===== src/rtl/flux_pkg.sv =====
// Shared definitions for the Mulfwd multi-flux actors: tag width helper,
// scheduler defaults and the grant-source encoding.
package flux_pkg;

  localparam int BURST_DEF      = 4;
  localparam int STARVE_MAX_DEF = 64;

  typedef enum logic [1:0] {
    SRC_NONE,
    SRC_LOCK,
    SRC_STARVE,
    SRC_RR
  } grant_src_t;

  function automatic int tag_w(input int flux);
    int w;
    w = $clog2(flux);
    return (w < 1) ? 1 : w;
  endfunction

endpackage


===== src/rtl/flux_scheduler_rr_pick.sv =====
// Combinational round-robin pick: rotate requests to the start index,
// find the first set bit, then map it back to an absolute flux index.
module rr_pick
  import flux_pkg::*;
#(
  parameter int FLUX  = 2,
  parameter int TAG_W = tag_w(FLUX)
) (
  input  logic [FLUX-1:0]  req,
  input  logic [TAG_W-1:0] start,
  output logic             found,
  output logic [TAG_W-1:0] idx,
  output logic [FLUX-1:0]  onehot
);

  localparam int unsigned N = FLUX;

  logic [2*FLUX-1:0] dbl;
  logic [FLUX-1:0]   rot;
  int unsigned       ffs;
  int unsigned       pos;

  always_comb begin
    dbl   = {req, req};
    rot   = FLUX'(dbl >> start);
    found = |rot;
    ffs   = 0;
    for (int unsigned k = N; k > 0; k--) begin
      if (rot[k-1]) ffs = k - 1;
    end
    pos = 32'(start) + ffs;
    if (pos >= N) pos = pos - N;
    idx    = TAG_W'(pos);
    onehot = '0;
    for (int unsigned i = 0; i < N; i++) begin
      onehot[i] = found && (pos == i);
    end
  end

endmodule


===== src/rtl/flux_scheduler.sv =====
// Zero-latency flux scheduler: lock hold, then starvation rescue, then
// round robin with burst limiting across FLUX tagged fluxes.
module flux_scheduler
  import flux_pkg::*;
#(
  parameter  int FLUX       = 2,
  parameter  int BURST      = BURST_DEF,
  parameter  int STARVE_MAX = STARVE_MAX_DEF,
  localparam int TAG_W      = tag_w(FLUX)
) (
  input  logic             clk,
  input  logic             rst,
  input  logic [FLUX-1:0]  req,
  input  logic [FLUX-1:0]  lock,
  output logic             grant_valid,
  output logic [TAG_W-1:0] grant_tag,
  output logic [FLUX-1:0]  grant_onehot,
  output logic [FLUX-1:0]  starve
);

  localparam int          BC_W = $clog2(BURST + 1);
  localparam int          WC_W = $clog2(STARVE_MAX + 1);
  localparam int unsigned N    = FLUX;

  logic [TAG_W-1:0] ptr;
  logic [TAG_W-1:0] owner;
  logic             owner_v;
  logic [BC_W-1:0]  burst_cnt;
  logic [WC_W-1:0]  wait_cnt [FLUX];

  logic [FLUX-1:0]  owner_oh;
  logic             lock_active;
  logic             owner_req;
  logic [FLUX-1:0]  starve_req;
  logic [TAG_W-1:0] st_idx;
  logic             rr_found;
  logic [TAG_W-1:0] rr_idx;
  logic [FLUX-1:0]  rr_oh;
  grant_src_t       src;
  logic [BC_W-1:0]  burst_next;
  logic [TAG_W-1:0] ptr_after;

  rr_pick #(.FLUX(FLUX), .TAG_W(TAG_W)) u_rr_pick (
    .req    (req),
    .start  (ptr),
    .found  (rr_found),
    .idx    (rr_idx),
    .onehot (rr_oh)
  );

  always_comb begin
    owner_oh = '0;
    starve   = '0;
    for (int unsigned i = 0; i < N; i++) begin
      owner_oh[i] = (owner == TAG_W'(i));
      starve[i]   = (wait_cnt[i] == WC_W'(STARVE_MAX));
    end
    lock_active = owner_v && |(lock & owner_oh);
    owner_req   = |(req & owner_oh);
    starve_req  = req & starve;
    st_idx      = '0;
    for (int unsigned k = N; k > 0; k--) begin
      if (starve_req[k-1]) st_idx = TAG_W'(k - 1);
    end
  end

  // An active lock blocks every other flux even when its owner is not requesting.
  always_comb begin
    src = SRC_NONE;
    if (!rst) begin
      if (lock_active) begin
        if (owner_req) src = SRC_LOCK;
      end else if (|starve_req) begin
        src = SRC_STARVE;
      end else if (rr_found) begin
        src = SRC_RR;
      end
    end
    grant_valid = (src != SRC_NONE);
    case (src)
      SRC_LOCK:   grant_tag = owner;
      SRC_STARVE: grant_tag = st_idx;
      SRC_RR:     grant_tag = rr_idx;
      default:    grant_tag = '0;
    endcase
    grant_onehot = '0;
    if (src == SRC_RR) begin
      grant_onehot = rr_oh;
    end else begin
      for (int unsigned i = 0; i < N; i++) begin
        grant_onehot[i] = grant_valid && (grant_tag == TAG_W'(i));
      end
    end
    burst_next = (owner_v && grant_tag == owner) ? burst_cnt + 1'b1 : BC_W'(1);
    ptr_after  = (grant_tag == TAG_W'(FLUX - 1)) ? '0 : grant_tag + 1'b1;
  end

  always_ff @(posedge clk) begin
    if (rst) begin
      ptr       <= '0;
      owner     <= '0;
      owner_v   <= 1'b0;
      burst_cnt <= '0;
      for (int unsigned i = 0; i < N; i++) wait_cnt[i] <= '0;
    end else begin
      if (src == SRC_STARVE || src == SRC_RR) begin
        if (burst_next == BC_W'(BURST)) begin
          ptr       <= ptr_after;
          burst_cnt <= '0;
          owner_v   <= 1'b0;
        end else begin
          ptr       <= grant_tag;
          burst_cnt <= burst_next;
          owner     <= grant_tag;
          owner_v   <= 1'b1;
        end
      end else if (src == SRC_NONE && !lock_active) begin
        owner_v   <= 1'b0;
        burst_cnt <= '0;
      end
      for (int unsigned i = 0; i < N; i++) begin
        if (!req[i] || grant_onehot[i]) begin
          wait_cnt[i] <= '0;
        end else if (wait_cnt[i] != WC_W'(STARVE_MAX)) begin
          wait_cnt[i] <= wait_cnt[i] + 1'b1;
        end
      end
    end
  end

endmodule


===== config.mk =====
export PLATFORM = sky130hd
export DESIGN_NAME = flux_scheduler
export DESIGN_NICKNAME = d
export VERILOG_FILES = /design/src/rtl/flux_pkg.sv /design/src/rtl/flux_scheduler_rr_pick.sv /design/src/rtl/flux_scheduler.sv
export SDC_FILE = /design/constraint.sdc
export NUM_CORES = 1
export LEC_CHECK = 0
export ABC_CLOCK_PERIOD_IN_PS = 2600
export CAP_MARGIN = 30
export CORE_MARGIN = 8
export CORE_UTILIZATION = 50
export DETAILED_ROUTE_END_ITERATION = 10
export DONT_BUFFER_PORTS = 1
export PLACE_DENSITY = 0.79
export REMOVE_ABC_BUFFERS = 1
export SLEW_MARGIN = 20
export SYNTH_ARGS = -nofsm -noshare
export SYNTH_HDL_FRONTEND = slang
export SYNTH_HIERARCHICAL = 1
export SYNTH_SLANG_ARGS = --single-unit

===== constraint.sdc =====
create_clock -name clk -period 2.6 [get_ports clk]
set_input_delay 0.39 -clock clk [delete_from_list [all_inputs] [get_ports clk]]
set_output_delay 0.39 -clock clk [all_outputs]
set_load 0.02 [all_outputs]

Word level (Yosys, flattened, before mapping). Memories as Yosys holds them, arrays and structs flattened. Index checks and enable logic that the tools add are counted.

Add/sub/neg operators: 6. Equality and inequality tests: 10. Shifts and indexed selects: 1. Magnitude comparators: 1. Reductions and logical operators: 22. Bitwise gates (word level): 10. Mux-type cells: 41.

Operator list (count): $eq A32 B1 Y1 const B (1); $ge A32 B2 Y1 const B (1); $logic_not A32 Y1 (1); $mux W32 (1); $sub A32 B2 Y32 const B (1); $mux W7 (4); $mux W1 (26); $add A7 B1 Y7 const B (2); $eq A7 B7 Y1 const B (2); $ne A7 B7 Y1 const B (2); $mux W3 (4); $mux W2 (5); $reduce_or A2 Y1 (4); $logic_and A1 B1 Y1 (7); $and A2 B2 Y2 (3); $eq A2 B2 Y1 const B (2); $or A1 B1 Y1 (4); $reduce_bool A2 Y1 (2); $shr A4 B1 Y2 (1); $add A3 B1 Y3 const B (1); $eq A3 B3 Y1 const B (1); $logic_not A1 Y1 (3); $logic_or A1 B1 Y1 (3); $not A1 Y1 (3); other kinds (7) (7).

Bits in writable memories: 14. Memories: 1. Output and inout bits: 6. Input port bits: 6. Register bits: 6. Logic and storage cells: 96.

Memories: wait_cnt (words 2, width 7, read ports 2, clocked after Yosys merged registers in 0, wr ports 2, line flux_scheduler.sv:29) `logic [WC_W-1:0] wait_cnt [FLUX];`.

Logic depth before layout (Yosys ltp). Gate-level depths: netlist of the first run. An unclocked memory read counts as a cell.

Depth in word-level cells: 18. Mapped depth: 9.

Hierarchy. The synthesis of the first run kept the hierarchy.

By module, submodules not included: flux_scheduler (instances 1, sequential area each 540.5 um^2, cells each 143, area each 1355.0 um^2); rr_pick (instances 1, sequential area each 0.0 um^2, cells each 5, area each 33.8 um^2).

Worst setup path after synthesis of the first run. OpenSTA, ideal clock, no wires.

Kind: reg-to-reg. Start: mem wait_cnt[1][2] (netlist bit). End: mem wait_cnt[0][0] (netlist bit), enable pin. Stages on the path, launching flop included: 6. Setup time: 300 ps. Clock period less this slack: 2547 ps. Buffers on the path: 0. Arrival: 2247 ps. Setup slack: 53 ps. Path through: edfxtp_1 > or4_1 > or3_4 > o211ai_4 > o311ai_2 > or4_1.

RTL lines (line): from (decl) (flux_scheduler.sv:29).

==> qor.txt, run 1 <==
result of the run: complete, but fails checks
violated checks: negative setup slack
final setup vio count: 1
FFs w/ async S/R, synth: 0%
Yosys Warn Count: 6
Starting DRT DRC Count: 68
die area: 4720 sq um
Die H: 68.7 um
cell with the most instances after synthesis: nor2_1
cell taking the most area after synthesis: edfxtp_1
final number of hold-violating endpoints: 0
CTS sink cnt: 20
WP buf/inv: 1
worst hold start: rst
total number of vias: 1,205
DR vias/cell: 5.94
Least-Margin Pin Slew: 0.386 ns
Worst Skew: 0.00164 ns
DRC: 0
Clk pin slew, worst setup/hold paths: 0.12 ns
synthesized instance count: 148
slowest CP cell: or4_4
Hold Crit Class: in -> reg
Total GRT Usage: 15.1%
FILL cells: 223
Period Utilization, post-route: 100%
DP HPWL: 2290 um
GP Congestion: 0.839
Slew HR: 74.1%
Layout area overhead: 22.3%
Max-Cap Viols: 0
largest stage delay on the critical path: 0.55 ns
Synth Register Bits: 20
total CTS buffers: 3
critical-path cell list: or4_4, or3_4, o211ai_4, buf_6, or2_4, and2_4
largest net degree at the start of global routing: 13
initial antenna violation count: 0
design area: 1700 sq um
H-tree depth: 1
power per standard cell area: 452 nW/um^2
CP endpoint kind: primary output
share of cells above drive strength 1: 30.2%
final setup margin: -0.00985 ns
Wirelength per Cell: 16.0 um
Root Driver: clkbuf_4
Post-DRT Antenna Nets: 0
vias in the first global route: 1,236
worst-path maximum fanout: 5
fmax: 383 MHz
placed instance area: 1530 sq um
DRT Pass-1 Iters: 5
CP startpoint: wait_cnt[1][4]
DP Cell Count: 192
Slew Limit Fails: 0
hold-fix buffers at CTS: 0
FP Rows: 19
RSZ-0062 raised after global routing: true
input/output buffers: 0
global-route wire length before repair: 5540 um
Mapped Area: 1390 sq um
Synth Flop Type: edfxtp_1
top cells by count, synth: 20 x nor2_1, 14 x edfxtp_1, 11 x inv_1, 11 x nand2_1, 8 x nand3_1
number of synthesized flops with an enable pin: 14
crit path launch type: register
Crit Path Category: reg -> out
Nets: 184
syn avg cell area: 9.38 sq um
Synth top area share: 30.3%
crit path time final: 2.61 ns
reg2reg start: wait_cnt[1][4]
chip width: 68.7 um
Seq/Total Area, Yosys: 38.9%
fin cells: 203
I/O pin count: 12
library cells used by synthesis: 48
Core ar.: 2690 sq um
Initial Util: 51.7%
Static Leakage: 0.735 nW
Peak VDD IR: 0.475 mV
DRT Wirelength: 3250 um
CP Data Arrival Time: 2.22 ns
dominant cells by area after synthesis: edfxtp_1 30%, dfxtp_1 8.6%, nor2_1 5.4%
CP delay by family, top: simple AND/OR/NAND/NOR gates
Antenna diodes: 0
worst path required time: 2.21 ns
pre-CTS WS: 0.0827 ns
Bufs on Longest Clock Path: 2
CTS tree: built
Overflow after GRT: 0
Clk Latency, worst-skew pair: 0.31 ns
-- placed cells by master, fill, tap and decap left out, types with 2 or more instances in the layout --
| master | n |
|---|---|
| ha_1 | 5 |
| o21ai_0 | 2 |
| a21oi_1 | 6 |
| nor2_1 | 19 |
| xnor2_1 | 5 |
| and3_1 | 2 |
| o2111ai_1 | 2 |
| xor2_1 | 6 |
| nand2_1 | 11 |
| o211ai_1 | 2 |
| nor3_1 | 4 |
| a21o_2 | 2 |
| edfxtp_1 | 14 |
| buf_4 | 21 |
| o211a_1 | 2 |
| and2b_2 | 3 |
| dfxtp_1 | 6 |
| nand3_1 | 8 |
| clkbuf_4 | 3 |
| a21o_1 | 2 |
| or4_4 | 2 |
| inv_1 | 11 |
-- sequential cells by signal (all words and copies together), names as in the netlist --
signal	cells
wait_cnt	14
owner_v	1
burst_cnt	3
owner	1
ptr	1
-- final timing paths --
path	end	slack, ns	cells after the start
setup / recovery	grant_tag	-0.01	6
hold / removal	burst_cnt[1]	0.30	3
setup reg to reg	wait_cnt[0][0]	0.13	6
hold reg to reg	burst_cnt[1]	0.48	2
-- layout make-up --
| cell class | count | area [sq um] | area share (%) |
|---|---|---|---|
| clock inverter | 1 | 30.0 | 1.77 |
| clock buffer | 3 | 22.5 | 1.33 |
| tap | 31 | 38.8 | 2.28 |
| timing repair buffer | 22 | 169 | 9.95 |
| multi-input combinational | 115 | 856 | 50.4 |
| inverter | 11 | 41.3 | 2.43 |
| sequential | 20 | 541 | 31.8 |
-- power breakdown --
group	total [W]	switching (W)	internal, W
clock	0.000259	0.000103	0.000156
combinational	0.000146	0.0000751	0.0000712
sequential	0.000363	0.0000135	0.000349
-- routing by layer --
metal  share of wire [%]  global-route usage [%]  up-vias  wire (um)
li1                    -                       -      584          -
met1                  39                    16.3      584       1270
met2                  54                    28.0       28       1760
met3                 4.2                    3.23        9        137
met4                 2.3                    6.02        0         74
met5                   0                       0        -          0
-- repair_timing --
action,4_1_cts,5_1_grt
endpoints found under the setup margin,3,3
gates cloned,0,0
buffers inserted,5,2
resized for setup,10,5
pin swaps,4,4
-- cells by family after synthesis --
| group | after synthesis | share of synthesized area [%] |
|---|---|---|
| AO/OA/AOI/OAI | 28 | 16.9 |
| XOR/XNOR | 11 | 6.94 |
| adder cells (fa/ha/maj) | 6 | 5.32 |
| buffers and inverters | 13 | 3.69 |
| flip-flops | 20 | 38.9 |
| multiplexers | 1 | 0.811 |
| AND/OR/NAND/NOR | 69 | 27.4 |
-- tightest hold or removal path, delay by kind of cell --
kind	cells	cell delay [ns]
AND/OR/NAND/NOR	3	0.19
-- metrics by stage --
stage                     util, %  power [W]  setup TNS (ns)  hold WS [ns]
final                        63.2   0.000768        -0.00985         0.303
after floorplan                 -   0.000453               0         0.420
after global placement       57.0   0.000485               0         0.434
after detailed placement     57.0   0.000492               0         0.475
after CTS                    61.8   0.000762         -0.0545         0.298
after global routing         63.2   0.000795          -0.160         0.316
Power figures use the tool's default switching activity.
==> inputs of run 2 (changes only) <==
- CORE_MARGIN: 8 -> 1.5
==> run 2 against run 1 <==
  * Clock skew up 0.0018 ns
  * Sequential power about the same
  * Non-clock buffer count up 1
  * Utilization up 2.3 points
  * The flow now finishes without violations
  * Register-to-register slack worse by 0.11 ns
  * Highest routed layer unchanged
  * Die area down 34%
  * Sequential cell count unchanged
  * Largest cell class unchanged
==> qor.txt, run 2 (same netlist as run 1, synthesis figures left out) <==
Peak VDD IR: 0.375 mV
grt met1 use: 26.1%
M2 GR Usage: 37.2%
reg2reg start: wait_cnt[1][2]
I/O pin count: 12
Slew HR: 74.7%
Layout area overhead: 20.0%
Biggest register: wait_cnt
placed instance area: 1540 sq um
Final Util: 65.5%
fin cells: 203
Root Driver: clkbuf_4
storage element area: 541 sq um
Wirelength per Cell: 15.1 um
Worst Skew: 0.00346 ns
Regs by FF count: wait_cnt: 14 flops, burst_cnt: 3 flops
share of cells above drive strength 1: 27.7%
max reg flops: 14
Hold Crit Class: in -> reg
DRT Pass-1 Iters: 4
worst-path maximum fanout: 4
Post-DRT Antenna Nets: 0
Starting DRT DRC Count: 52
Antenna diodes: 0
reg2reg path depth: 6
crit path launch type: register
total CTS buffers: 3
largest net degree at the start of global routing: 12
crit path capture: grant_tag
hold_ws: 0.298 ns
DRT Wirelength: 3070 um
Nets: 185
global-route wire length before repair: 5260 um
final number of hold-violating endpoints: 0
design area: 1670 sq um
Total GRT Usage: 20.8%
Least-Margin Pin Slew: 0.379 ns
power per standard cell area: 397 nW/um^2
Slew Limit Fails: 0
footprint of the multi-input gates: 845 sq um
Static Leakage: 0.721 nW
Die H: 55.7 um
FP Rows: 18
DR vias/cell: 5.83
Clk pin slew, worst setup/hold paths: 0.11 ns
GP Congestion: 0.870
final setup vio count: 0
hold-fix buffers at CTS: 0
FILL cells: 207
worst path required time: 2.21 ns
Max-Cap Viols: 0
worst flop-to-flop path endpoint: wait_cnt[0][4]
vias in the first global route: 1,212
CP endpoint kind: primary output
most frequent cells in the layout: 22 x buf_4, 20 x nor2_1, 14 x edfxtp_1
die area: 3100 sq um
total number of vias: 1,184
busiest grt layer: met2
initial antenna violation count: 0
CP startpoint: wait_cnt[1][2]
H-tree depth: 1
worst hold start: rst
DP Cell Count: 192
Period Utilization, post-route: 99.9%
R2R setup slack: 0.02 ns
CTS tree: built
most common library cell in the layout ignoring fill and taps: buf_4
chip width: 55.7 um
CP Data Arrival Time: 2.21 ns
Clk Latency, worst-skew pair: 0.31 ns
Bufs on Longest Clock Path: 2
Initial Util: 54.6%
GR Layer Usage met3: 3.26%
Core ar.: 2540 sq um
crit path time final: 2.60 ns
DP HPWL: 2290 um
RSZ-0062 raised after global routing: true
CTS sink cnt: 20
Overflow after GRT: 0
input/output buffers: 0
fmax: 385 MHz
Crit Path Category: reg -> out
result of the run: finished, final reports clean
DRC: 0
==> run 2: routing by layer <==
layer	wire (um)	part of all wire, %	vias up
li1	-	-	588
met5	0	0	-
met4	38	1.2	0
met2	1540	50	32
met1	1340	44	560
met3	145	4.7	4
==> run 2: area by class of cell <==
type / count / share of cell area (%)
inverter: 11 / 2.48
timing repair buffer: 23 / 10.6
multi-input combinational: 115 / 50.7
clock buffer: 3 / 1.35
tap: 30 / 2.25
sequential: 20 / 32.4
clock inverter: 1 / 0.225
==> run 2: stage by stage <==
stage | worst slack (ns) | power (W) | setup TNS [ns]
after global routing | -0.0689 | 0.000692 | -0.769
final | 0.00216 | 0.000661 | 0
after CTS | -0.0148 | 0.000649 | -0.0148
after global placement | 0.143 | 0.000487 | 0
after floorplan | 0.0526 | 0.000453 | 0
after detailed placement | 0.0633 | 0.000494 | 0
==> run 2: worst min-delay path by stage <==
stage / end / slack [ns] / cells past startpoint
CTS: burst_cnt[1] / 0.29 / 3
global route: burst_cnt[1] / 0.33 / 3
global placement: burst_cnt[1] / 0.43 / 2
detailed placement: burst_cnt[1] / 0.45 / 2
floorplan: burst_cnt[1] / 0.42 / 2
finish: burst_cnt[1] / 0.30 / 3
==> run 2: worst max-delay path, stage by stage, from the launching register on <==
cell      delay (ns)
edfxtp_1        0.41
or4_4           0.54
or3_4           0.35
o211ai_4        0.18
buf_6           0.13
or2_4           0.12
and2_4          0.18
==> run 2: power by group <==
part	internal (W)	switching, W	total, W
Sequential	0.000349	0.0000142	0.000363
Clock	0.0000561	0.0000965	0.000153
Combinational	0.0000701	0.0000752	0.000145
Total	0.000475	0.000186	0.000661
==> run 2: what timing repair did <==
item                       CTS  global route
resized for setup            6             6
pin swaps                    2             4
setup endpoints to repair    3            17
buffers inserted             5             2
==> inputs of run 3 (changes only) <==
- ABC_CLOCK_PERIOD_IN_PS: 2600 -> not set
- CORE_UTILIZATION: 50 -> 55
- PLACE_DENSITY: 0.79 -> 0.84
==> run 3 against run 2 <==
  * The flow now finishes with violations (negative setup slack)
  * Maximum frequency is 0.69% lower
  * Combinational power hardly changed
  * Critical path depth stayed put
  * Largest cell class unchanged
  * Largest power group unchanged
  * Worst hold slack worse by 0.0035 ns
  * Sequential share of layout area is 0.15 points higher
  * Sequential cell count stayed put
  * Clock skew is 0.0035 ns higher
  * Count of clock-buffer cells in the layout stayed put
  * Clock power hardly changed
  * Register-to-register slack better by 0.07 ns
  * Non-clock buffer count is 2 lower
==> qor.txt, run 3 (same netlist as run 1, synthesis figures left out) <==
result of the run: complete, but fails checks
violated checks: negative setup slack
crit path time final: 2.62 ns
initial antenna violation count: 0
DRC: 0
Final Util: 68.2%
I/O pin count: 12
Max-Cap Viols: 0
CP endpoint kind: primary output
final setup margin: -0.0160 ns
Least-Margin Pin Slew: 0.363 ns
Starting DRT DRC Count: 42
Clk pin slew, worst setup/hold paths: 0.11 ns
fmax: 382 MHz
footprint of the multi-input gates: 852 sq um
worst-path maximum fanout: 6
Hold Crit Class: in -> reg
input/output buffers: 0
Worst Skew: 0.00695 ns
Slew Limit Fails: 0
GP Congestion: 0.853
most frequent cells in the layout: 20 x nor2_1, 20 x buf_4, 14 x edfxtp_1
Die H: 53.3 um
Static Leakage: 0.710 nW
vias in the first global route: 1,010
global-route wire length before repair: 4220 um
FP Rows: 18
total CTS buffers: 3
crit path launch type: register
Peak VDD IR: 0.266 mV
Antenna diodes: 0
Root Driver: clkbuf_4
Period Utilization, post-route: 101%
Initial Util: 57.1%
Regs by FF count: wait_cnt: 14 flops, burst_cnt: 3 flops
Post-DRT Antenna Nets: 0
share of cells above drive strength 1: 28.1%
Bufs on Longest Clock Path: 2
Overflow after GRT: 0
storage element area: 541 sq um
Nets: 183
total number of vias: 1,145
final setup vio count: 1
Core ar.: 2430 sq um
chip width: 53.3 um
largest net degree at the start of global routing: 12
CTS sink cnt: 20
Biggest register: wait_cnt
DRT Pass-1 Iters: 4
CTS tree: built
RSZ-0062 raised after global routing: true
max reg flops: 14
Slew HR: 75.7%
final number of hold-violating endpoints: 0
DP HPWL: 2100 um
Design Power: 0.000658 W
H-tree depth: 1
Total GRT Usage: 20.4%
worst path required time: 2.21 ns
power per standard cell area: 397 nW/um^2
FILL cells: 178
DRT Wirelength: 2870 um
CP Data Arrival Time: 2.23 ns
Clk Latency, worst-skew pair: 0.30 ns
die area: 2840 sq um
Layout area overhead: 19.5%
DR vias/cell: 5.70
Crit Path Category: reg -> out
Wirelength per Cell: 14.3 um
-- run 3: stage by stage --
step                area [sq um]  cells  setup WS (ns)  setup TNS (ns)  hold slack [ns]
floorplan                   1380    146         0.0526               0            0.420
global placement            1530    191          0.119               0            0.432
detailed placement          1530    191         0.0902               0            0.442
CTS                         1610    198        -0.0164         -0.0164            0.281
global route                1660    201        -0.0715          -0.123            0.297
finish                      1660    201        -0.0160         -0.0160            0.294
-- run 3: report_power, final --
| part | leakage [nW] | internal (W) | switching (W) |
|---|---|---|---|
| clock network | 0.0154 | 0.0000560 | 0.0000971 |
| logic | 0.473 | 0.0000687 | 0.0000738 |
| registers | 0.221 | 0.000349 | 0.0000135 |
-- run 3: layout make-up --
cell class                 instances  area share [%]
inverter                          11            2.49
timing repair buffer              21            9.73
clock inverter                     1           0.226
clock buffer                       3            1.36
sequential                        20            32.6
tap                               30            2.26
multi-input combinational        115            51.4
-- run 3: worst max-delay path, cell delays in order, from the launching register on --
cell	delay [ns]
edfxtp_1	0.42
or4_4	0.56
or3_4	0.35
o211ai_4	0.17
buf_6	0.14
or2_4	0.11
and2_4	0.17
-- run 3: path summary, 6_finish.rpt --
kind	startpoint	slack [ns]	cells past startpoint	endpoint
max	wait_cnt[1][3]	-0.02	6	grant_tag
min	rst	0.29	3	burst_cnt[1]
min reg2reg	burst_cnt[1]	0.46	2	burst_cnt[1]
max reg2reg	wait_cnt[1][3]	0.09	8	wait_cnt[1][1]
-- run 3: what timing repair did --
| action | 4_1_cts | 5_1_grt |
|---|---|---|
| endpoints found under the setup margin | 3 | 10 |
| gates resized for setup | 8 | 5 |
| gates cloned | 0 | 0 |
| hold buffers | 0 | 0 |
| setup buffers | 3 | 3 |
| pin swaps | 5 | 3 |
-- run 3: routing by layer --
layer / track usage [%] / vias to the layer above / routed length, um
met3: 2.54 / 4 / 125
met4: 7.69 / 0 / 25
met5: 0 / - / 0
met2: 35.8 / 33 / 1380
met1: 25.1 / 530 / 1340
li1: - / 578 / -
